[config.mk]
export PLATFORM = sky130hd
export DESIGN_NAME = fa_24_seq
export DESIGN_NICKNAME = d
export VERILOG_FILES = /design/src/rtl/fa_24_seq_pkg.sv /design/src/rtl/fa_24_seq_fa_8.sv /design/src/rtl/fa_24_seq.sv
export SDC_FILE = /design/constraint.sdc
export NUM_CORES = 1
export LEC_CHECK = 0
export BUFFER_PORTS_ARGS = -buffer_cell sky130_fd_sc_hd__buf_4
export CORE_ASPECT_RATIO = 1.2
export CORE_MARGIN = 3
export CORE_UTILIZATION = 55
export CTS_BUF_LIST = sky130_fd_sc_hd__clkbuf_8
export CTS_CLUSTER_SIZE = 20
export DETAILED_ROUTE_END_ITERATION = 8
export PLACE_DENSITY = 0.81
export SYNTH_ARGS = -nofsm -noshare
export SYNTH_HDL_FRONTEND = slang
export SYNTH_HIERARCHICAL = 1
export SYNTH_SLANG_ARGS = --single-unit
[constraint.sdc]
create_clock -name clk -period 3.54 [get_ports clk]
set_input_delay 0.354 -clock clk [delete_from_list [all_inputs] [get_ports clk]]
set_output_delay 0.354 -clock clk [all_outputs]
set_load 0.01 [all_outputs]
[src/rtl/fa_24_seq_pkg.sv]
// Shared mantissa-datapath constants and the sequential adder state type.
package fa_24_seq_pkg;

   localparam int MANT_WIDTH  = 24;
   localparam int SLICE_WIDTH = 8;

   typedef enum logic [1:0] {
      IDLE = 2'd0,
      CALC = 2'd1,
      DONE = 2'd2
   } state_e;

endpackage

[src/rtl/fa_24_seq_fa_8.sv]
// Combinational slice adder: {cout, out} = a + b + cin.
module fa_8
   import fa_24_seq_pkg::*;
#(
   parameter int WIDTH = SLICE_WIDTH
) (
   input  logic [WIDTH-1:0] a,
   input  logic [WIDTH-1:0] b,
   input  logic             cin,
   output logic [WIDTH-1:0] out,
   output logic             cout
);

   assign {cout, out} = {1'b0, a} + {1'b0, b} + {{WIDTH{1'b0}}, cin};

endmodule

[src/rtl/fa_24_seq.sv]
// Multi-cycle mantissa adder: one shared slice adder walks the operands LSB
// slice first, with valid/ready handshakes on both sides.
module fa_24_seq
   import fa_24_seq_pkg::*;
#(
   parameter int DATA_WIDTH  = MANT_WIDTH,
   parameter int SLICE_WIDTH = fa_24_seq_pkg::SLICE_WIDTH
) (
   input  logic                  clk,
   input  logic                  rst_n,
   input  logic                  in_valid,
   output logic                  in_ready,
   input  logic [DATA_WIDTH-1:0] a,
   input  logic [DATA_WIDTH-1:0] b,
   input  logic                  cin,
   output logic                  out_valid,
   input  logic                  out_ready,
   output logic [DATA_WIDTH-1:0] out,
   output logic                  cout,
   output logic                  busy
);

   localparam int NUM_SLICES = DATA_WIDTH / SLICE_WIDTH;
   localparam int IDX_W      = (NUM_SLICES > 1) ? $clog2(NUM_SLICES) : 1;
   localparam logic [IDX_W-1:0] LAST_IDX = IDX_W'(NUM_SLICES - 1);

   state_e                  state_q, state_d;
   logic [IDX_W-1:0]        idx_q, idx_d;
   logic                    c_q, c_d;
   logic [DATA_WIDTH-1:0]   a_q, a_d;
   logic [DATA_WIDTH-1:0]   b_q, b_d;
   logic [DATA_WIDTH-1:0]   out_q, out_d;
   logic                    cout_q, cout_d;

   logic [SLICE_WIDTH-1:0]  slice_a, slice_b, slice_sum;
   logic                    slice_cout;
   logic                    accept;

   // Combinational path from out_ready lets a new operand enter on the
   // same edge the previous result leaves.
   assign in_ready  = (state_q == IDLE) | ((state_q == DONE) & out_ready);
   assign accept    = in_valid & in_ready;
   assign out_valid = (state_q == DONE);
   assign busy      = (state_q == CALC);
   assign out       = out_q;
   assign cout      = cout_q;

   assign slice_a = a_q[idx_q*SLICE_WIDTH +: SLICE_WIDTH];
   assign slice_b = b_q[idx_q*SLICE_WIDTH +: SLICE_WIDTH];

   fa_8 #(
      .WIDTH (SLICE_WIDTH)
   ) u_fa_8 (
      .a    (slice_a),
      .b    (slice_b),
      .cin  (c_q),
      .out  (slice_sum),
      .cout (slice_cout)
   );

   always_comb begin
      // NOTE: every variable gets a hold-value default first, so no path
      // through the case leaves one unassigned and no latch is inferred.
      state_d = state_q;
      idx_d   = idx_q;
      c_d     = c_q;
      a_d     = a_q;
      b_d     = b_q;
      out_d   = out_q;
      cout_d  = cout_q;

      case (state_q)
         IDLE: ;
         CALC: begin
            out_d[idx_q*SLICE_WIDTH +: SLICE_WIDTH] = slice_sum;
            c_d = slice_cout;
            if (idx_q == LAST_IDX) begin
               cout_d  = slice_cout;
               idx_d   = '0;
               state_d = DONE;
            end else begin
               idx_d = idx_q + 1'b1;
            end
         end
         DONE: begin
            if (out_ready) state_d = IDLE;
         end
         default: state_d = IDLE;
      endcase

      // accept is only possible in IDLE or in DONE while the result drains
      if (accept) begin
         a_d     = a;
         b_d     = b;
         c_d     = cin;
         idx_d   = '0;
         state_d = CALC;
      end
   end

   // NOTE: state uses non-blocking assignments so every flop samples the
   // pre-edge values regardless of statement order.
   always_ff @(posedge clk or negedge rst_n) begin
      if (!rst_n) begin
         state_q <= IDLE;
         idx_q   <= '0;
         c_q     <= 1'b0;
         // NOTE: operand registers are cleared too; they are few and a
         // known value keeps post-reset simulation free of X.
         a_q     <= '0;
         b_q     <= '0;
         out_q   <= '0;
         cout_q  <= 1'b0;
      end else begin
         state_q <= state_d;
         idx_q   <= idx_d;
         c_q     <= c_d;
         a_q     <= a_d;
         b_q     <= b_d;
         out_q   <= out_d;
         cout_q  <= cout_d;
      end
   end

endmodule

==> results of run 1 <==
==> per-stage QoR <==
| stage | cells | instance area [um^2] |
|---|---|---|
| after floorplan | 286 | 3700 |
| after global placement | 444 | 4380 |
| after detailed placement | 444 | 4380 |
| after CTS | 460 | 4650 |
| after global routing | 460 | 4650 |
| final | 460 | 4650 |
==> worst max path at each step <==
stage | startpoint | end | slack, ns
global route | idx_q[1]$_DFFE_PN0P_ | c_q$_DFFE_PN0P_ | 0.32
finish | idx_q[1]$_DFFE_PN0P_ | c_q$_DFFE_PN0P_ | 0.49
floorplan | idx_q[1]$_DFFE_PN0P_ | c_q$_DFFE_PN0P_ | 0.46
CTS | idx_q[1]$_DFFE_PN0P_ | c_q$_DFFE_PN0P_ | 0.50
global placement | idx_q[1]$_DFFE_PN0P_ | c_q$_DFFE_PN0P_ | 0.64
detailed placement | idx_q[1]$_DFFE_PN0P_ | c_q$_DFFE_PN0P_ | 0.53
==> where the power goes <==
group,internal (W),switching [W]
combinational,0.00115,0.00131
clock,0.000543,0.000332
sequential,0.00128,0.000236
==> flip-flops by register name, indices dropped and copies added, names as in the netlist <==
name and count:
idx_q 2, cout 1, out 24, c_q 1, state_q 2, b_q 24, a_q 24
==> critical path, cell delays in order (launching register included) <==
cell,delay [ns]
dfrtp_1,0.37
buf_4,0.24
mux2i_1,0.24
o21ai_0,0.14
fa_1,0.47
fa_1,0.42
a21oi_1,0.23
o21a_1,0.18
o21ai_0,0.11
mux2_2,0.27
mux2_2,0.26
==> Yosys cell counts (2+ instances only) <==
cell,n
fa_1,2
a21o_1,2
o21bai_1,2
a311o_1,2
mux2_1,4
buf_4,4
dfrtp_1,78
nand2_1,23
nand3_1,2
xor2_1,2
nor2b_1,4
o21ai_0,18
mux2_2,47
a22o_1,24
nor2_1,2
nand2b_1,4
mux2i_1,16
buf_2,6
clkbuf_1,3
a21oi_1,6
inv_1,5
nor4_4,2
ha_1,12
nand3b_1,3
xnor2_1,2
==> per-layer routing <==
| metal | routed length [um] | global-route usage [%] | share of wire [%] |
|---|---|---|---|
| met4 | 206 | 9.86 | 2.7 |
| met3 | 380 | 4.49 | 4.9 |
| met5 | 0 | 0 | 0 |
| met2 | 4030 | 37.9 | 52 |
| met1 | 3140 | 25.6 | 40 |
==> area by class of cell <==
class,count,area (um^2)
repair buffers,86,646
flip-flops and latches,78,1950
multi-input cells,189,1650
clock buffers,9,124
clock inverters,7,145
inverters,6,22.5
fillers,477,1840
well taps,85,106
==> logic make-up (layout without fill, tap and decap cells) <==
group | after synthesis | in the layout | share of synthesized area, %
flip-flops | 78 | 78 | 52.8
multiplexers | 67 | 67 | 19.9
AO/OA/AOI/OAI | 58 | 58 | 11.2
AND/OR/NAND/NOR | 46 | 46 | 7.48
buffers and inverters | 19 | 108 | 2.54
adder cells (fa/ha/maj) | 14 | 14 | 5.14
XOR/XNOR | 4 | 4 | 0.948
==> results.md, run 1 <==
- Most frequent cells in the layout: buf_4 (86), dfrtp_1 (78), mux2_2 (47), a22o_1 (24), nand2_1 (23)
- Critical Setup Path Class: reg -> reg
- IO Port Bufs: 80
- Max_cap viols: 0
- Tightest Pin Transition: 0.953 ns
- Num CTS Buffers: 9
- Hold WS: about 0.13 ns
- Most used DFF post-synth: dfrtp_1
- Final setup vio count: 0
- Finished Core Util: 71.6%
- Post-CTS sizing: 0
- Antenna-violating nets left: 0
- Critical Path AT: around 3.3 ns
- Fmax: around 330 MHz
- Worst IR Drop VDD: roughly 0.56 mV
- Post-synth top area cell: dfrtp_1
- IO Count: 81
- Drt initial violations: between 90 and 100
- Chip height: approximately 96 um
- Slew headroom: ~36%
- Most common cell after layout, fill and taps aside: buf_4
- Power Dens Cells: 1050 nW/um^2
- R2R depth: 10
- Die W: 80.8 um
- Synth-to-Final Area Change: 25.7%
- Gr usage total: a little over a fifth
- Die Area: about 7700 um^2
- Syn Nets: approximately 350
- Worst-path clk slew: roughly 0.090 ns
- Sum Neg Setup Slack: 0 ns
- Clock sink count: between 70 and 80
- Status: finished, final reports clean
- Reg2reg start: idx_q[1]$_DFFE_PN0P_
- Synth Register Bits: just under 80
- Async SR Flop Fraction: 100%
- Clk_skew: roughly 0.012 ns
- Final Max Tran Viols: 0
- DR vias: approximately 2,600
- Clk Latency, worst-skew pair: 0.35 ns
- Final RePlAce weighted congestion: 0.813
- Max H-tree Level: 3
- Critical path capture point type: register
- Final net count: ~440
- Post-DR wirelength/cell: around 17 um
- Critical path launch point type: register
- Setup Buffers After CTS: 0
- Fin crit share: 86.1%
- End of the worst register-to-register path: c_q$_DFFE_PN0P_
- WP data required: roughly 3.8 ns
- WL final: approximately 7800 um
- Maximum buffer depth of the clock tree: 2
- Ant. Diodes: 0
- Remaining Overflow, GRT: 0
- Clock tree from TritonCTS: yes
- Layout cell share with drive strength beyond 1: 41.9%
- Number of synthesized flops with an enable pin: 0
- Synth area leaders: dfrtp_1 (53%), mux2_2 (14%), a22o_1 (5.7%)
- Post-CTS Hold Buffers: 0
- Post-DP HPWL: approximately 6000 um
- Core Box Area: 6490 um^2
- Critical-path maximum fanout: 12
- Flop-to-flop setup slack: approximately 0.49 ns
- Mapped Area: ~3700 um^2
- Top cell type's share of synthesized area: 52.8%
- Min setup slack post-route: approximately 0.49 ns
- Period minus WS final: roughly 3.0 ns
- DR vias/cell: between 5 and 6
- Root Buffer: clkbuf_8
- Vias in the first global route: roughly 2,700
- Largest net degree at the start of global routing: 79
- Avg Inst Size Synth: approximately 13 um^2
- Unique masters post-synth: 36
- Synth warn: 6
- First-pass GRT wire length: 12,800 um
- Final Hold Vio Count: 0
- Starting density of the core: 57.0%
- Leak: 2.14 nW
- Post-synthesis cell count: 286
- Post-place setup slack: around 0.53 ns
- Drt pass-1 iters: 4
- Register area share after synthesis: approximately 53%
- Hold WC Path Type: in -> async
- Antenna violations before repair: 0
- Std cell rows: 32
- Drc violations: 0
- Final Power: around 0.0049 W
- RSZ-0062 raised after global routing: no
Note: power is estimated with default switching activity, not from simulation.
==> run 2, diff against run 1 <==
--- a/config.mk
+++ b/config.mk
@@ -5,14 +5,16 @@
 export SDC_FILE = /design/constraint.sdc
 export NUM_CORES = 1
 export LEC_CHECK = 0
+export ABC_CLOCK_PERIOD_IN_PS = 3540
 export BUFFER_PORTS_ARGS = -buffer_cell sky130_fd_sc_hd__buf_4
 export CORE_ASPECT_RATIO = 1.2
 export CORE_MARGIN = 3
-export CORE_UTILIZATION = 55
+export CORE_UTILIZATION = 56
 export CTS_BUF_LIST = sky130_fd_sc_hd__clkbuf_8
 export CTS_CLUSTER_SIZE = 20
 export DETAILED_ROUTE_END_ITERATION = 8
-export PLACE_DENSITY = 0.81
+export PLACE_DENSITY = 0.82
+export RECOVER_POWER = 25
 export SYNTH_ARGS = -nofsm -noshare
 export SYNTH_HDL_FRONTEND = slang
 export SYNTH_HIERARCHICAL = 1
==> results.md, run 2 (same netlist as run 1, synthesis figures left out) <==
- Starting density of the core: between 50% and 60%
- Pint: a little under 0.003 W
- Leak: roughly 2.1 nW
- End of the worst register-to-register path: c_q$_DFFE_PN0P_
- Max H-tree Level: 3
- R2R depth: 11
- Post-route cell area: 4600 um^2
- Critical path capture point type: register
- Chip height: 95.0 um
- Maximum buffer depth of the clock tree: 2
- Critical Setup Path Class: reg -> reg
- Die Area: approximately 7600 um^2
- Final RePlAce weighted congestion: around 0.83
- Switch share: between 30% and 40%
- Synth-to-Final Area Change: 24.5%
- Remaining Overflow, GRT: 0
- Fin crit share: about 83%
- Ant. Diodes: 0
- Part of the power in registers: a little under a third
- Clock tree from TritonCTS: yes
- Layout cell share with drive strength beyond 1: around two fifths
- Clk Latency, worst-skew pair: between 0.3 and 0.4 ns
- Final Hold Vio Count: 0
- Post-CTS sizing: 0
- RSZ-0062 raised after global routing: no
- Slew headroom: -21.3%
- Antenna-violating nets left: 0
- Hold WC Path Type: in -> reg
- Placed Area: 4360 um^2
- Post-DR wirelength/cell: about 17 um
- Fmax: between 300 and 400 MHz
- Drt initial violations: 84
- Setup Buffers After CTS: 0
- Worst-path clk slew: about 0.08 ns
- Final Max Tran Viols: 79
- Root Buffer: clkbuf_8
- Tightest Pin Transition: 1.82 ns
- Core Box Area: between 6000 and 7000 um^2
- DR vias/cell: 5.61
- Period minus WS final: approximately 3 ns
- Max_cap viols: 1
- Critical Path AT: about 3.2 ns
- Drc violations: 0
- Flop-to-flop setup slack: 0.60 ns
- Final net count: 435
- Num CTS Buffers: 9
- Worst IR Drop VDD: 0.560 mV
- Clock sink count: 78
- Most common cell after layout, fill and taps aside: buf_4
- Logic gate share of total power: between 50% and 60%
- Antenna violations before repair: 0
- Reg2reg start: idx_q[1]$_DFFE_PN0P_
- Hold WS: about 0.23 ns
- Drt pass-1 iters: 6
- Critical-path maximum fanout: 9
- WL final: a little under 8000 um
- Worst Hold Path EP: b_q[5]$_DFFE_PN0N_
- Post-CTS Hold Buffers: 0
- WP data required: 3.77 ns
- NetSw: 0.00189 W
- Power Dens Cells: between 1000 and 1500 nW/um^2
- Post-DP HPWL: around 5700 um
- Clock Power Share: 16.7%
- Final setup vio count: 0
- Most frequent cells in the layout: buf_4 (83), dfrtp_1 (78), mux2_2 (47), a22o_1 (24), nand2_1 (23)
- DR vias: 2,552
- Sum Neg Setup Slack: 0 ns
- Hold Crit Depth: 2
- Largest net degree at the start of global routing: 79
- Gr usage total: between 20 and 25%
- Std cell rows: 31
- First-pass GRT wire length: between 10,000 and 15,000 um
- Die W: 80.2 um
- Failing checks: max-capacitance violations, max-slew violations
- Status: finished, violations left
- IO Count: 81
- HP Start: b[5]
- Vias in the first global route: around 2,700
- Critical path launch point type: register
- IO Port Bufs: 80
- Clk_skew: ~0.0066 ns
[run 2: cell types whose count changed in the layout (fill, tap and decap cells not counted), sizes merged]
| cell | before | now |
|---|---|---|
| clkinvlp | 1 | 0 |
| clkinv | 1 | 3 |
| buf | 86 | 83 |
| clkbuf | 9 | 11 |
| inv | 7 | 6 |
| bufinv | 4 | 3 |
[run 2: layer usage]
metal  track usage, %  vias up  share of wire [%]
li1                 -     1212                  -
met3             4.91       14                5.5
met4             8.73        0                2.4
met1             27.5     1248                 40
met5                0        -                  0
met2             38.7       78                 52
[run 2: worst max-delay path, cell delays in order (launching register included)]
cell and delay [ns]:
dfrtp_1 0.43, nor2b_1 0.42, buf_4 0.25, nand2_1 0.05
o21ai_0 0.08, ha_1 0.33, a21o_1 0.22, a21oi_2 0.19
o21a_1 0.18, o21ai_0 0.14, mux2_2 0.29, mux2_2 0.26
[run 2: how the worst max path moves through the flow]
stage | start | end | cells past startpoint
6_report | idx_q[1]$_DFFE_PN0P_ | c_q$_DFFE_PN0P_ | 11
4_1_cts | idx_q[1]$_DFFE_PN0P_ | c_q$_DFFE_PN0P_ | 11
3_3_place_gp | idx_q[1]$_DFFE_PN0P_ | c_q$_DFFE_PN0P_ | 11
5_1_grt | idx_q[1]$_DFFE_PN0P_ | c_q$_DFFE_PN0P_ | 11
3_5_place_dp | idx_q[1]$_DFFE_PN0P_ | c_q$_DFFE_PN0P_ | 11
2_1_floorplan | idx_q[1]$_DFFE_PN0P_ | c_q$_DFFE_PN0P_ | 11
[run 2: power groups by stage]
stage	sequential (W)	combinational [W]	clock (W)
after global placement	0.00153	0.00236	0
after detailed placement	0.00154	0.00244	0
after CTS	0.00153	0.00247	0.000816
after floorplan	0.00149	0.00181	0
final	0.00153	0.00247	0.000801
after global routing	0.00158	0.00275	0.000849
[run 2: final cells by class]
class                   instances  area (um^2)
well taps                      82          103
multi-input cells             189         1650
clock buffers                  10          138
inverters                       6         22.5
repair buffers                 84          628
flip-flops and latches         78         1950
fillers                       444         1600
clock inverters                 6          109
[run 2: through the flow]
step	setup slack [ns]	std cells	total power, W	util (%)
after floorplan	0.457	286	0.00330	-
after global placement	0.758	439	0.00389	70.2
after detailed placement	0.634	439	0.00399	70.2
after CTS	0.607	455	0.00482	74.2
after global routing	0.389	455	0.00518	74.2
final	0.598	455	0.00480	74.2
==> run 3, diff against run 2 <==
--- a/config.mk
+++ b/config.mk
@@ -5,11 +5,12 @@
 export SDC_FILE = /design/constraint.sdc
 export NUM_CORES = 1
 export LEC_CHECK = 0
-export ABC_CLOCK_PERIOD_IN_PS = 3540
+export ABC_AREA = 1
+export ABC_CLOCK_PERIOD_IN_PS = 2800
 export BUFFER_PORTS_ARGS = -buffer_cell sky130_fd_sc_hd__buf_4
 export CORE_ASPECT_RATIO = 1.2
 export CORE_MARGIN = 3
-export CORE_UTILIZATION = 56
+export CORE_UTILIZATION = 57
 export CTS_BUF_LIST = sky130_fd_sc_hd__clkbuf_8
 export CTS_CLUSTER_SIZE = 20
 export DETAILED_ROUTE_END_ITERATION = 8
==> constraint.sdc (replaced) <==
create_clock -name clk -period 2.8 [get_ports clk]
set_input_delay 0.28 -clock clk [delete_from_list [all_inputs] [get_ports clk]]
set_output_delay 0.28 -clock clk [all_outputs]
set_load 0.01 [all_outputs]
==> results.md, run 3 <==
- Std cell rows: 32
- Synth Register Bits: 78
- Clk_skew: ~0.006 ns
- Critical path launch point type: register
- Slew headroom: -24.0%
- Num CTS Buffers: 9
- Unique masters post-synth: 24
- Register area share after synthesis: approximately half
- Root Buffer: clkbuf_8
- Post-synth top area cell: dfrtp_1
- Hold WC Path Type: in -> reg
- Avg Inst Size Synth: roughly 8 um^2
- Clk Latency, worst-skew pair: roughly 0.35 ns
- Synth area leaders: dfrtp_1 (49%), nand2_1 (18%), nand3_1 (10%)
- Number of synthesized flops with an enable pin: 0
- Clock sink count: about 80
- Synth warn: 6
- Finished Core Util: approximately three quarters
- WP data required: slightly above 3 ns
- Most common cell after layout, fill and taps aside: nand2_1
- Final setup vio count: 0
- Core Box Area: 6610 um^2
- Fmax: just under 400 MHz
- Post-synth top cells: nand2_1 (188), nand3_1 (80), dfrtp_1 (78)
- RSZ-0062 raised after global routing: yes
- Die Area: between 8000 and 9000 um^2
- Critical Setup Path Class: reg -> reg
- Die W: ~82 um
- Final Max Tran Viols: slightly below 80
- DR vias/cell: between 5 and 6
- Final RePlAce weighted congestion: around 0.93
- Critical Path AT: ~2.9 ns
- Post-DP HPWL: between 7000 and 8000 um
- Power Dens Cells: around 1300 nW/um^2
- Post-CTS sizing: 0
- Status: finished, violations left
- Drt initial violations: a little over 200
- Syn Nets: around 580
- Layout cell share with drive strength beyond 1: a little over 20%
- Failing checks: max-capacitance violations, max-slew violations
- Most used cell, CP: nand2_1
- Post-synthesis cell count: 508
- Setup Buffers After CTS: 0
- Async SR Flop Fraction: 100%
- Clock tree from TritonCTS: yes
- Synth-to-Final Area Change: 23.5%
- Most frequent cells in the layout: nand2_1 (188), buf_4 (89), nand3_1 (80), dfrtp_1 (78), o21ai_0 (35)
- Worst IR Drop VDD: roughly 0.65 mV
- Most used DFF post-synth: dfrtp_1
- Most numerous cell in the Yosys netlist: nand2_1
- Top cell type's share of synthesized area: between 40% and 50%
- Fin crit share: between 90 and 100%
- Critical path capture point type: register
- Critical-path maximum fanout: 9
- Vias in the first global route: ~3,400
- Final Hold Vio Count: 0
- Crit-path cells: buf_4 > o21ai_0 > o21ai_0 > fa_1 > fa_1 > nand2_1 > nand2_1 > nand3b_4 > nand3_1 > nand2_1 > inv_1 > nor2_1 > nand3_1 > nand2_1
- IO Count: 81
- Remaining Overflow, GRT: 0
- DR vias: 3,576
- Maximum buffer depth of the clock tree: 2
- IO Port Bufs: 80
- Final net count: between 600 and 700
- Gr usage total: 26.2%
- Largest net degree at the start of global routing: 79
- Sum Neg Setup Slack: 0 ns
- Drc violations: 0
- Drt pass-1 iters: 4
- Ant. Diodes: 0
- Chip height: 97.4 um
- Tightest Pin Transition: roughly 1.9 ns
- Max_cap viols: 1
- Starting density of the core: 60.1%
- Mapped Area: 3970 um^2
- Max H-tree Level: 3
- WL final: a little under 10,000 um
- Slowest stage delay, CP: roughly 0.48 ns
- Slowest stage cell, crit path: fa_1
- Post-CTS Hold Buffers: 0
- Period minus WS final: approximately 2.6 ns
- First-pass GRT wire length: 16,200 um
- Antenna-violating nets left: 0
- Leak: approximately 2.7 nW
- Post-DR wirelength/cell: 14.3 um
- Antenna violations before repair: 0
- Worst-path clk slew: roughly 0.080 ns
-- run 3: cell count changes in the layout (fill, tap and decap cells not counted), sizes merged, moves of 3 or more --
cell,before,now
a21oi,7,4
a22o,24,0
buf,83,89
inv,6,30
mux2,51,0
mux2i,16,0
nand2,23,191
nand2b,4,0
nand3,2,82
nor2,2,34
nor2b,4,0
nor4,3,0
o21ai,18,43
-- run 3: cell type report --
type	instances	area, um^2
clock inverter	7	138
multi-input combinational	375	1800
inverter	29	109
tap	85	106
fill	535	1710
sequential	78	1950
timing repair buffer	90	673
clock buffer	9	124
-- run 3: power breakdown --
group	switching [W]	leakage, nW	total (W)	internal [W]
clock	0.000399	0.135	0.00108	0.000679
sequential	0.000315	1.00	0.00190	0.00158
combinational	0.00222	1.56	0.00356	0.00134
-- run 3: metal layers --
layer | track usage, % | wire, um
met2 | 42.0 | 4890
met4 | 9.21 | 240
met3 | 6.12 | 483
met5 | 0 | 0
met1 | 34.2 | 4010
-- run 3: critical path: cells and delay by family (launching register included) --
family	cells	cell delay [ns]
adders and majority gates	2	0.90
and+or+nand+nor	8	0.74
DFF	1	0.40
AOI/OAI and AO/OA	2	0.28
buffers and inverters	2	0.21
-- run 3: worst paths after layout --
kind                                           start                  end  slack (ns)  cells past startpoint
worst min-delay path                           a[22]  a_q[22]$_DFFE_PN0N_        0.15                      3
min in group asynchronous                      rst_n  a_q[18]$_DFFE_PN0N_        0.44                      1
worst min register to register    b_q[7]$_DFFE_PN0N_   b_q[7]$_DFFE_PN0N_        0.48                      2
worst max-delay path            idx_q[0]$_DFFE_PN0P_  out[22]$_DFFE_PN0P_        0.22                     14
max in group asynchronous                      rst_n   a_q[3]$_DFFE_PN0N_        1.26                      1
worst max register to register  idx_q[0]$_DFFE_PN0P_  out[22]$_DFFE_PN0P_        0.22                     14
-- run 3: per-stage QoR --
step / setup WS [ns] / hold WS, ns / std cells / area, um^2 / power, W
floorplan: 0.246 / -0.0156 / 508 / 3970 / 0.00437
global placement: 0.319 / 0.461 / 657 / 4640 / 0.00529
detailed placement: 0.255 / 0.465 / 657 / 4640 / 0.00542
CTS: 0.232 / 0.104 / 673 / 4900 / 0.00653
global route: -0.0781 / 0.145 / 673 / 4900 / 0.00709
finish: 0.221 / 0.154 / 673 / 4900 / 0.00653
-- run 3: kinds of logic after synthesis --
| logic type | Yosys count | share of synthesized area, % |
|---|---|---|
| simple gates | 311 | 33.6 |
| flops | 78 | 49.2 |
| buf+inv | 55 | 5.80 |
| compound gates | 47 | 5.93 |
| fa+ha+maj | 14 | 4.79 |
| xor+xnor | 3 | 0.662 |
